<file path="config.mk">
export PLATFORM = sky130hd
export DESIGN_NAME = bit_serializer
export DESIGN_NICKNAME = d
export VERILOG_FILES = /design/src/rtl/seq_det_pkg.sv /design/src/rtl/bit_serializer.sv
export SDC_FILE = /design/constraint.sdc
export NUM_CORES = 1
export LEC_CHECK = 0
export BUFFER_PORTS_ARGS = -buffer_cell sky130_fd_sc_hd__buf_2
export CAP_MARGIN = 20
export CORE_UTILIZATION = 30
export DETAILED_ROUTE_END_ITERATION = 8
export PLACE_DENSITY = 0.61
export SYNTH_ARGS = -nofsm -noshare
export SYNTH_HDL_FRONTEND = slang
export SYNTH_SLANG_ARGS = --single-unit
</file>
<file path="constraint.sdc">
create_clock -name Clock -period 1.8 [get_ports Clock]
set_input_delay 0.36 -clock Clock [delete_from_list [all_inputs] [get_ports Clock]]
set_output_delay 0.36 -clock Clock [all_outputs]
set_load 0.03 [all_outputs]
</file>
<file path="src/rtl/seq_det_pkg.sv">
// Shared definitions for the 1011 detection path: serializer FSM states,
// detector FSM states, idle level default and a width helper.
package seq_det_pkg;

    typedef enum logic {
        ST_IDLE  = 1'b0,
        ST_SHIFT = 1'b1
    } ser_state_t;

    // Moore 1011 detector states, named by the suffix matched so far
    typedef enum logic [2:0] {
        DET_S0    = 3'd0,
        DET_S1    = 3'd1,
        DET_S10   = 3'd2,
        DET_S101  = 3'd3,
        DET_S1011 = 3'd4
    } det_state_t;

    localparam logic DEFAULT_IDLE_LEVEL = 1'b0;

    // Ceiling log2, never below 1 so a counter always has at least one bit
    function automatic int clog2(input int value);
        int result;
        result = 0;
        while ((1 << result) < value) begin
            result = result + 1;
        end
        if (result < 1) begin
            result = 1;
        end
        return result;
    endfunction

endpackage

</file>
<file path="src/rtl/bit_serializer.sv">
// Parallel-to-serial stage feeding the 1011 detector: takes WIDTH-bit words
// over valid/ready and emits one bit per clock on w, gapless back-to-back.
module bit_serializer
    import seq_det_pkg::*;
#(
    parameter int   WIDTH      = 8,
    parameter bit   MSB_FIRST  = 1'b1,
    parameter logic IDLE_LEVEL = DEFAULT_IDLE_LEVEL
) (
    input  logic             Clock,
    input  logic             resetn,
    input  logic [WIDTH-1:0] load_data,
    input  logic             load_valid,
    output logic             load_ready,
    output logic             w,
    output logic             w_valid,
    output logic             last_bit
);

    localparam int CNT_W = clog2(WIDTH);

    ser_state_t       state;
    ser_state_t       state_nxt;
    logic [WIDTH-1:0] shreg;
    logic [WIDTH-1:0] shreg_nxt;
    logic [CNT_W-1:0] cnt;
    logic [CNT_W-1:0] cnt_nxt;
    logic             accept;

    always_ff @(posedge Clock or negedge resetn) begin
        if (!resetn) begin
            state <= ST_IDLE;
            shreg <= '0;
            cnt   <= '0;
        end else begin
            state <= state_nxt;
            shreg <= shreg_nxt;
            cnt   <= cnt_nxt;
        end
    end

    // cnt counts bits still to come after the one on w, so cnt==0 marks the
    // last bit and is the only busy cycle in which a new word can be taken.
    always_comb begin
        state_nxt  = state;
        shreg_nxt  = shreg;
        cnt_nxt    = cnt;
        w          = IDLE_LEVEL;
        w_valid    = 1'b0;
        last_bit   = 1'b0;
        load_ready = 1'b0;
        accept     = 1'b0;

        if (state == ST_SHIFT) begin
            w        = MSB_FIRST ? shreg[WIDTH-1] : shreg[0];
            w_valid  = 1'b1;
            last_bit = (cnt == '0);
        end
        load_ready = (state == ST_IDLE) || last_bit;
        accept     = load_valid && load_ready;

        if (accept) begin
            shreg_nxt = load_data;
            cnt_nxt   = CNT_W'(WIDTH - 1);
            state_nxt = ST_SHIFT;
        end else if (last_bit) begin
            state_nxt = ST_IDLE;
        end else if (state == ST_SHIFT) begin
            shreg_nxt = MSB_FIRST ? {shreg[WIDTH-2:0], 1'b0}
                                  : {1'b0, shreg[WIDTH-1:1]};
            cnt_nxt   = cnt - CNT_W'(1);
        end
    end

endmodule

</file>
==> impl_results.md <==
* Reg2reg start: cnt[0]
* Sequential cell area at 300 um2
* Clock power frac at 18.8%
* Row count at 15
* H-tree depth at 1
* P per Cell Area at 1530 nW/um2
* Top Ports at 15
* WP buf/inv at 3
* R2r setup slk at 360 ps
* Delay-heaviest family, CP: flip-flops
* Status: finished clean
* Initial DRC Count at 13
* Final Hold Violating Endpoints at 0
* Hold_sp: load_data[0]
* DR vias/cell at 4.31
* Avg Cell Area, Syn at 10.8 um2
* Gr ovfl total at 0
* Worst path slowest cell: dfrtp_1
* Root Driver: clkbuf_4
* Antenna violations before repair at 0
* PortBufs at 14
* Largest cells by area after synthesis: dfrtp_1 (52%), mux2i_1 (14%), o21ai_1 (5.2%)
* Cell mode on critical path: inv_1
* Setup TNS at 0 ps
* Crit. End Element: output pin
* Post-Syn Nets at 67
* CP startpoint: cnt[0]
* Number of buffers created by CTS at 3
* Register area share after synthesis at 51.5%
* P&R area growth vs syn at 26.2%
* Total leakage power at 0.000372 uW
* Post-Syn Area at 583 um2
* CORE AREA at 1780 um2
* Filler Cell Count at 179
* Vias in the first global route at 316
* Syn. warnings at 0
* CTS tree: yes
* Net Sw Frac at 37.1%
* TritonRoute pass-1 iters at 2
* First-pass GRT wire length at between 1000 and 1500 um
* Logic pwr share at 42.8%
* Total Power at 1130 uW
* P_int at 708 uW
* Reg clk slew, reported paths at 70 ps
* Most frequent cells in the layout: dfrtp_1 (12), buf_2 (12), mux2i_1 (8)
* Avg WL per Cell at 10.1 um
* Critical path fanouts, max at 3
* # DRC at 0
* Initial Util at 32.7%
* Endpoints failing setup at 0
* Final Cycle Share at 94.5%
* Final clock skew at around 0.44 ps
* Chip height at 46.1 um
* Synth top area share at between 50% and 60%
* Required @ worst endpoint at 1440 ps
* Gr usage total at 11.2%
* Die ar. at 2120 um2
* HPWL after DPL at roughly 650 um
* Synthesis-stage register bit count at 12
* Largest stage delay on the critical path at 370 ps
* Mapped Cells at 54
* Worst IR Drop VDD at around 0.00066 V
* Die Span X at 46.1 um
* P_sw at around 420 uW
* Nets at 85
* Slew @ Worst Pin at 317 ps
* Crit path DAT at 1340 ps
* Crit start category: flip-flop
* Routed wire length at 965 um
* Slew Limit Headroom at 78.9%
* Reg power frac at roughly two fifths
* Tmin final at 1700 ps
* Synth cell types at 17
* Layout cells sized above 1 at approximately a third
* Area of the multi-input gates at 256 um2
* TritonCTS sink count at 12
* # Post-CTS Setup Buffers at 0
* Min-Delay Path Class: primary input to flip-flop
* Antenna-violating nets left at 0
* Clk buf depth at 2
* Max-cap violations at 0
* Vias at roughly 410
* Ant diodes at 0
* Routability-driven placement congestion ratio at 0.628
* Area leader, netlist: dfrtp_1
* Clk Latency, worst-skew pair at 270 ps
* CP Cell Sequence: inv_1, ha_2, ha_4, nor2b_4, inv_1, buf_6
* Final Max Tran Viols at 0
* Fmax at 588 MHz
* Pin count of the biggest net entering global routing at 23
* Setup Crit Path Kind: flip-flop to output pin
==> through the flow <==
stage               setup slack (ps)  util (%)  instance area (um2)  hold slack [ps]  std cells
finish                          99.4      41.3                  736              331         96
global route                   -8.03      41.3                  736              328         96
CTS                             8.51      39.9                  712              318         96
detailed placement               326      37.3                  666              257         91
global placement                 345      37.3                  666              250         91
floorplan                        228         -                  583             64.4         54
==> cells in the mapped netlist <==
library cell	n
dfrtp_1	12
mux2i_1	8
nand2_1	7
o21ai_1	6
inv_1	4
a21oi_1	2
and2_1	2
buf_4	2
ha_1	2
nor3_1	2
a21oi_2	1
buf_6	1
nor2_1	1
nor2b_4	1
nor3_2	1
o21ai_0	1
or2_2	1
==> worst reg2reg max path: cells and delay by family, from the launching register on <==
| family | cells | cell delay [ps] |
|---|---|---|
| adders and majority gates | 2 | 340 |
| buffers and inverters | 2 | 270 |
| DFF | 1 | 400 |
| and+or+nand+nor | 2 | 330 |
==> worst paths after layout <==
| check | to | cells past startpoint |
|---|---|---|
| setup / recovery | load_ready | 6 |
| hold / removal | shreg[0] | 3 |
| setup reg to reg | state | 6 |
| hold reg to reg | shreg[6] | 2 |
| max in group asynchronous | shreg[0] | 2 |
| min in group asynchronous | cnt[2] | 2 |
==> per-layer routing <==
metal  global-route usage, %  part of all wire [%]
met1                    14.6                    48
met2                    14.4                    45
met3                    5.88                   6.0
met4                    7.06                  0.83
met5                       0                     0
==> final cells by class <==
class	instances	share of cell area (%)
Sequential cell	12	40.8
Multi-Input combinational cell	35	34.9
Timing Repair Buffer	16	13.1
Clock buffer	4	4.93
Tap cell	25	4.25
Inverter	4	2.04
==> power groups by stage <==
| stage | clock network [uW] | registers, uW | logic (uW) |
|---|---|---|---|
| 2_1_floorplan | 0 | 437 | 348 |
| 3_3_place_gp | 0 | 432 | 427 |
| 3_5_place_dp | 0 | 437 | 435 |
| 4_1_cts | 224 | 432 | 438 |
| 5_1_grt | 237 | 447 | 543 |
| 6_report | 212 | 432 | 482 |
==> cell families (layout without fill, tap and decap cells) <==
family	Yosys count	in the layout	synth area share [%]
buffers and inverters	7	24	7.08
AND/OR/NAND/NOR	15	15	14.2
adder cells (fa/ha/maj)	2	2	4.29
multiplexers	8	8	13.7
AO/OA/AOI/OAI	10	10	9.23
flip-flops	12	12	51.5
==> state kept, by name (all words and copies together), names as in the netlist <==
register  flops
cnt           3
state         1
shreg         8
==> what timing repair did <==
item / 4_1_cts / 5_1_grt
resized for setup: 0 / 8
endpoints found under the setup margin: 0 / 2
hold buffers: 1 / 0
endpoints found under the hold margin: 12 / 0
Power figures use the tool's default switching activity.
